[src/rtl/tt_counter_pkg.sv]
// Shared definitions for the programmable counter family.
package tt_counter_pkg;

  // Count direction encodings as seen on the dir pin
  localparam logic DIR_UP   = 1'b1;
  localparam logic DIR_DOWN = 1'b0;

  // Boundary behaviour: wrap modulo MODULO or hold at the edge
  typedef enum logic { WRAP = 1'b0, SAT = 1'b1 } mode_e;

  // Ceiling log2 usable in parameter expressions
  function automatic int clog2(input int value);
    int res;
    res = 0;
    while ((1 << res) < value) res++;
    return res;
  endfunction

endpackage

[src/rtl/tt_prescaler.sv]
// Programmable divider: tick every div+1 enabled cycles, phase frozen while en=0.
module tt_prescaler #(
  parameter int PRESC_W = 4
) (
  input  logic               clk,
  input  logic               reset,
  input  logic               restart,
  input  logic               en,
  input  logic [PRESC_W-1:0] div,
  output logic               tick
);
  import tt_counter_pkg::*;

  logic [PRESC_W-1:0] cnt;

  // >= so that shrinking div below the running count ticks immediately
  assign tick = en && (cnt >= div);

  // Phase counter; restart realigns it with a clear/load of the count
  always_ff @(posedge clk) begin
    if (reset || restart) cnt <= '0;
    else if (tick)        cnt <= '0;
    else if (en)          cnt <= cnt + PRESC_W'(1);
  end

endmodule

[src/rtl/tt_um_prog_counter.sv]
// Modulo-N up/down counter with saturate mode, prescaler and status flags.
module tt_um_prog_counter #(
  parameter int WIDTH   = 4,
  parameter int MODULO  = 16,
  parameter int PRESC_W = 4
) (
  input  logic               clk,
  input  logic               reset,
  input  logic               en,
  input  logic               clear,
  input  logic               load,
  input  logic [WIDTH-1:0]   load_val,
  input  logic               dir,
  input  logic               sat,
  input  logic [PRESC_W-1:0] presc_div,
  input  logic [WIDTH-1:0]   cmp_val,
  input  logic               ovf_clr,
  output logic [WIDTH-1:0]   count,
  output logic               tc,
  output logic               cmp_match,
  output logic               ovf_sticky
);
  import tt_counter_pkg::*;

  localparam logic [WIDTH-1:0] MAX = WIDTH'(MODULO - 1);

  logic             tick;
  logic             presc_restart;
  logic             bnd;
  logic [WIDTH-1:0] count_nxt;
  mode_e            mode;

  assign presc_restart = clear | load;
  assign mode          = sat ? SAT : WRAP;

  tt_prescaler #(.PRESC_W(PRESC_W)) u_presc (
    .clk     (clk),
    .reset   (reset),
    .restart (presc_restart),
    .en      (en),
    .div     (presc_div),
    .tick    (tick)
  );

  // Next count and boundary detect; clear beats load beats step
  always_comb begin
    count_nxt = count;
    bnd       = 1'b0;
    if (clear) begin
      count_nxt = '0;
    end else if (load) begin
      count_nxt = (load_val > MAX) ? MAX : load_val;
    end else if (tick) begin
      if (dir == DIR_UP) begin
        if (count == MAX) begin
          bnd       = 1'b1;
          count_nxt = (mode == SAT) ? MAX : '0;
        end else begin
          count_nxt = count + WIDTH'(1);
        end
      end else begin
        if (count == '0) begin
          bnd       = 1'b1;
          count_nxt = (mode == SAT) ? '0 : MAX;
        end else begin
          count_nxt = count - WIDTH'(1);
        end
      end
    end
  end

  // Registered count and flags; match is taken from count_nxt to stay aligned
  always_ff @(posedge clk) begin
    if (reset) begin
      count      <= '0;
      tc         <= 1'b0;
      cmp_match  <= (cmp_val == '0);
      ovf_sticky <= 1'b0;
    end else begin
      count     <= count_nxt;
      tc        <= bnd;
      cmp_match <= (count_nxt == cmp_val);
      if (bnd)          ovf_sticky <= 1'b1;
      else if (ovf_clr) ovf_sticky <= 1'b0;
    end
  end

endmodule

[config.mk]
export PLATFORM = sky130hd
export DESIGN_NAME = tt_um_prog_counter
export DESIGN_NICKNAME = d
export VERILOG_FILES = /design/src/rtl/tt_counter_pkg.sv /design/src/rtl/tt_prescaler.sv /design/src/rtl/tt_um_prog_counter.sv
export SDC_FILE = /design/constraint.sdc
export NUM_CORES = 1
export LEC_CHECK = 0
export CAP_MARGIN = 20
export CORE_ASPECT_RATIO = 0.9
export CORE_MARGIN = 5
export CORE_UTILIZATION = 43
export CTS_CLUSTER_SIZE = 10
export DETAILED_ROUTE_END_ITERATION = 10
export PLACE_DENSITY = 0.75
export SLEW_MARGIN = 20
export SYNTH_ARGS = -nofsm -noshare
export SYNTH_HDL_FRONTEND = slang
export SYNTH_HIERARCHICAL = 1
export SYNTH_SLANG_ARGS = --single-unit
[constraint.sdc]
create_clock -name clk -period 2.3 [get_ports clk]
set_input_delay 0.23 -clock clk [delete_from_list [all_inputs] [get_ports clk]]
set_output_delay 0.23 -clock clk [all_outputs]
set_load 0.01 [all_outputs]
After elaboration in Yosys (flattened, before gate mapping). Index checks and enable logic that the tools add are counted.

Register bits after elaboration: 11.

$add $sub $neg: 3. Order comparisons: 2. Equality and inequality tests: 2. Muxes and demuxes: 19. Bitwise operators: 1. Reduce and logical (&&, ||, !) cells: 6.

Operators with widths (count): 4-bit 2-to-1 mux (9); 1-bit 2-to-1 mux (10); 4-bit by 1-bit adder with 4-bit output (second input constant) (2); 4-bit logical NOT (2); 4-bit equality test (1); 4-bit equality test (second input constant) (1); 4-bit >= comparator (1); 4-bit greater-than comparator (second input constant) (1); 4-bit by 1-bit subtractor with 4-bit output (second input constant) (1); 2-bit nonzero test (1); 2-bit OR reduction (1); 1-bit logical AND (1); 1-bit logical OR (1); 1-bit bitwise OR (1).

Logic depth before layout (Yosys ltp).
Word-level depth: 9. Depth in mapped cells: 12. Mapped depth without buffers: 11.

Hierarchy. The synthesis kept the hierarchy.

Modules (own cells, without submodules): tt_um_prog_counter (times used 1, cells each 94, area an instance 737.0 um^2, sequential area each 140.1 um^2); tt_prescaler (times used 1, cells each 35, area an instance 292.8 um^2, sequential area each 80.1 um^2).

Worst setup path before layout. OpenSTA, ideal clock, no wires.

Kind: reg2reg. From: register u_presc.cnt[0]. To: register cmp_match. Data arrival time: 2.410 ns. Data required time: 2.241 ns. Path slack: -0.169 ns. Cell stages (with the launch flop): 12. Path through: dfxtp_1 -> inv_1 -> ha_1 -> nand2b_1 -> a211oi_2 -> o31ai_1 -> buf_2 -> a21oi_1 -> nor2_1 -> or4b_4 -> a41oi_2 -> a22o_1.

Cells in the longest elaborated chain, start to end: 7.

Ends and longest elaborated chain: start, declared (RTL line tt_prescaler.sv:14) `logic [PRESC_W-1:0] cnt;`; start signal, assigned (RTL line tt_prescaler.sv:23) `else if (en) cnt <= cnt + PRESC_W'(1);`; 4-bit >= comparator (RTL line tt_prescaler.sv:17) `assign tick = en && (cnt >= div);`; 1-bit logical AND (RTL line tt_prescaler.sv:17); named net tick (RTL line tt_um_prog_counter.sv:27) `logic tick;`; 4-bit 2-to-1 mux (RTL line tt_um_prog_counter.sv:53) `end else if (tick) begin`; 4-bit 2-to-1 mux (RTL line tt_um_prog_counter.sv:51) `end else if (load) begin`; 4-bit 2-to-1 mux (RTL line tt_um_prog_counter.sv:49) `if (clear) begin`; 4-bit equality test (RTL line tt_um_prog_counter.sv:82) `cmp_match <= (count_nxt == cmp_val);`; 1-bit 2-to-1 mux (RTL line tt_um_prog_counter.sv:74) `if (reset) begin`; end signal, assigned (RTL line tt_um_prog_counter.sv:77) `cmp_match <= (cmp_val == '0);`; end signal, assigned (RTL line tt_um_prog_counter.sv:82); end, declared (RTL line tt_um_prog_counter.sv:20) `output logic cmp_match,`.

The timed path passes the listed nets, and every way through them passes these cells. A chain may end at the register's enable or synchronous reset.

Final worst setup path.
From: input presc_div[1]. To: register cmp_match.

Cells in the longest elaborated chain, start to end: 7.

Ends and longest elaborated chain: start, declared (RTL line tt_um_prog_counter.sv:15) `input logic [PRESC_W-1:0] presc_div,`; 4-bit >= comparator (RTL line tt_prescaler.sv:17); 1-bit logical AND (RTL line tt_prescaler.sv:17); named net tick (RTL line tt_um_prog_counter.sv:27); 4-bit 2-to-1 mux (RTL line tt_um_prog_counter.sv:53); 4-bit 2-to-1 mux (RTL line tt_um_prog_counter.sv:51); 4-bit 2-to-1 mux (RTL line tt_um_prog_counter.sv:49); 4-bit equality test (RTL line tt_um_prog_counter.sv:82); 1-bit 2-to-1 mux (RTL line tt_um_prog_counter.sv:74).

The timed path passes the listed nets, and every way through them passes these cells.

==> impl_results.md <==
- # setup viols final: 1
- Global-route wire length before repair: 5640 um
- Post-Syn Area: slightly above 1000 um2
- Pleak: approximately 0.65 nW
- Via-to-Cell Ratio: 5.99
- Pins over their slew limit: 0
- Crit Path Max Fanout: 7
- Grt ovf: 0
- Worst path max stage delay: 460 ps
- Tot GR Track Use: 0.209
- Post-Syn Nets: 156
- Buffers on Ports: 26
- Synth Area in Adders: 0.0851
- Final instance area: 1630 um2
- Worst path cell trace: clkdlybuf4s50_1 > inv_1 > ha_4 > a211oi_4 > o31ai_2 > buf_4 > a21oi_1 > o41ai_2 > buf_4 > xor2_1 > nor4_2 > a22o_1
- Hold Crit Class: register to register
- Hpwl dp: 2580 um
- CTS Hold Bufs: 0
- Setup CP Type: input port to register
- Ys async rst share: 0
- DRC errors left: 0
- Setup ws final: -177 ps
- Die area: 3470 um2
- Initial antenna violation count: 0
- Post-layout power: 0.531 mW
- Routability congestion estimate: just under 0.9
- Mux share of post-synthesis cell area: 0.00972
- Tmin final: 2480 ps
- CTS root buf: clkbuf_4
- Nets@finish: 211
- Fillers: roughly 160
- Achievable Freq: just over 0.4 GHz
- Vias in the first global route: approximately 1300
- Number of DRC markers in iteration 0: just under 90
- Unrepaired setup endpoints after global routing: true
- Signal arrival time at the worst endpoint: 2690 ps
- Most used DFF post-synth: dfxtp_1
- Largest net degree at the start of global routing: 13
- Clk_skew: 19.0 ps
- Num CTS Buffers: 3
- PwrDens: around 330 nW/um2
- Peak supply drop: 0.000290 V
- Post-synth EDFFs: 0
- Cell family with most CP delay: buffers and inverters
- Cell mode on critical path: buf_4
- First-pass detailed-route iteration total: 4
- Inst Count DP: between 200 and 250
- Slowest cell on the critical path: clkdlybuf4s50_1
- Clk buf depth: 2
- Slew @ Worst Pin: 433 ps
- Crit start category: input port
- DP Area: between 1500 and 2000 um2
- TritonCTS clock tree: done
- # clock sinks: 11
- Final hold violations: 0
- Max-capacitance violation count: 0
- #FFs+latches synth: 11
- Hold slack final: 466 ps
- Cell Count, Final, Fillers Out: 210
- Die width: 61.6 um
- H-Tree Depth: 1
- Share of cells above drive strength 1: 0.322
- Synthesis-to-layout area growth: 57.8%
- Number of library cell types mapped by synthesis: 48
- Routed WL: roughly 3500 um
- Synth Instances: 129
- Die height: 56.4 um
- CP required: 2520 ps
- Final Cycle Share: 1.08
- Via count: 1257
- Setup crit end kind: register
- Yosys warns: 6
- Top-level I/O count: 27
- Synth Area in Compound Gates: 0.256
- Post-synthesis sequential area ratio: 0.214
- Worst-path clk slew: 70 ps
- Pre-CTS setup slack: -580 ps
- Initial Util: 0.459
- XOR/XNOR Fraction of Synth Area: 0.0255
- Core area: 2240 um2
- Violated checks: negative setup slack
- Worst rel slew slack: 0.707
- Row count: 16
- Main combinational cell family by area after synthesis: simple AND/OR/NAND/NOR gates
- Status: finished with violations
- Ant diodes: 0
- Buf/Inv on CP: 4
- Antenna-violating nets left: 0
- Syn Area/Cell: roughly 8.0 um2
- Wire per inst: approximately 16 um
- Simple-gate portion of the synthesized area: 0.323
- Final Util: 0.725
- Post-route setup TNS: -177 ps
- Skew-Pair Late Insertion Delay: 290 ps
## cells in the final DEF (no fill, tap or decap), drive strengths merged, types with 3 or more instances in the layout
master / n
a2111oi: 3
o21ai: 6
nand3: 3
a211o: 3
dfxtp: 11
xor2: 3
nand2b: 6
a21oi: 5
buf: 30
ha: 7
nor3: 7
a211oi: 3
nor2b: 4
nand2: 9
inv: 13
nor2: 8
nor4: 7
clkbuf: 3
clkdlybuf4s50: 25
## Yosys cell counts, types with 2 or more instances
library cell	count	area share
nor4b_2	2	0.029
and4_1	2	0.017
a21o_1	2	0.015
buf_6	2	0.022
nand3_1	3	0.015
nor2_1	8	0.029
inv_1	12	0.044
buf_2	2	0.0097
a211o_1	3	0.026
nor2b_1	4	0.024
a21oi_1	4	0.019
dfxtp_1	11	0.21
nor4_1	7	0.043
ha_1	7	0.085
nand2b_1	5	0.030
o21ai_1	2	0.0097
o21ai_0	4	0.019
xor2_1	3	0.026
a211oi_1	2	0.015
nor3_1	7	0.034
nand2_1	9	0.033
clkbuf_1	2	0.0073
## state kept, by name, summed over array words and instances, names as in the netlist
name         flops
u_presc/cnt      4
count            4
cmp_match        1
ovf_sticky       1
tc               1
## cells by family after synthesis
kind of cell,after synthesis
multiplexers,1
AND/OR/NAND/NOR,55
XOR/XNOR,3
AO/OA/AOI/OAI,33
adder cells (fa/ha/maj),7
buffers and inverters,19
flip-flops,11
## timing repair
| action | in CTS | in global routing |
|---|---|---|
| setup buffers | 2 | 0 |
| pin swaps | 2 | 1 |
| setup endpoints to repair | 1 | 1 |
| resized for setup | 8 | 3 |
## report_power, final
group / switching (mW) / internal, mW
registers: 0.00576 / 0.194
logic: 0.0852 / 0.0998
clock network: 0.0809 / 0.0645
## metal layers
metal	wire length [um]	global-route usage	share of wire	vias up
met5	0	0	0	-
li1	-	-	-	592
met1	1450	0.248	0.42	610
met3	204	0.0573	0.059	8
met4	58	0.0455	0.017	0
met2	1740	0.363	0.50	47
## worst paths after layout
check	cells after the start	endpoint	startpoint	slack, ps
max	12	cmp_match	presc_div[1]	-180
min	1	ovf_sticky	ovf_sticky	470
max reg2reg	12	cmp_match	u_presc/cnt[0]	-170
min reg2reg	1	ovf_sticky	ovf_sticky	470
## cell type report
class	instances	area, um2	area share
clock inverters	1	5.00	0.00308
multi-input cells	99	810	0.498
repair buffers	56	484	0.298
inverters	13	48.8	0.0300
clock buffers	3	22.5	0.0139
flip-flops and latches	11	221	0.136
well taps	27	33.8	0.0208
Power figures use the tool's default switching activity.
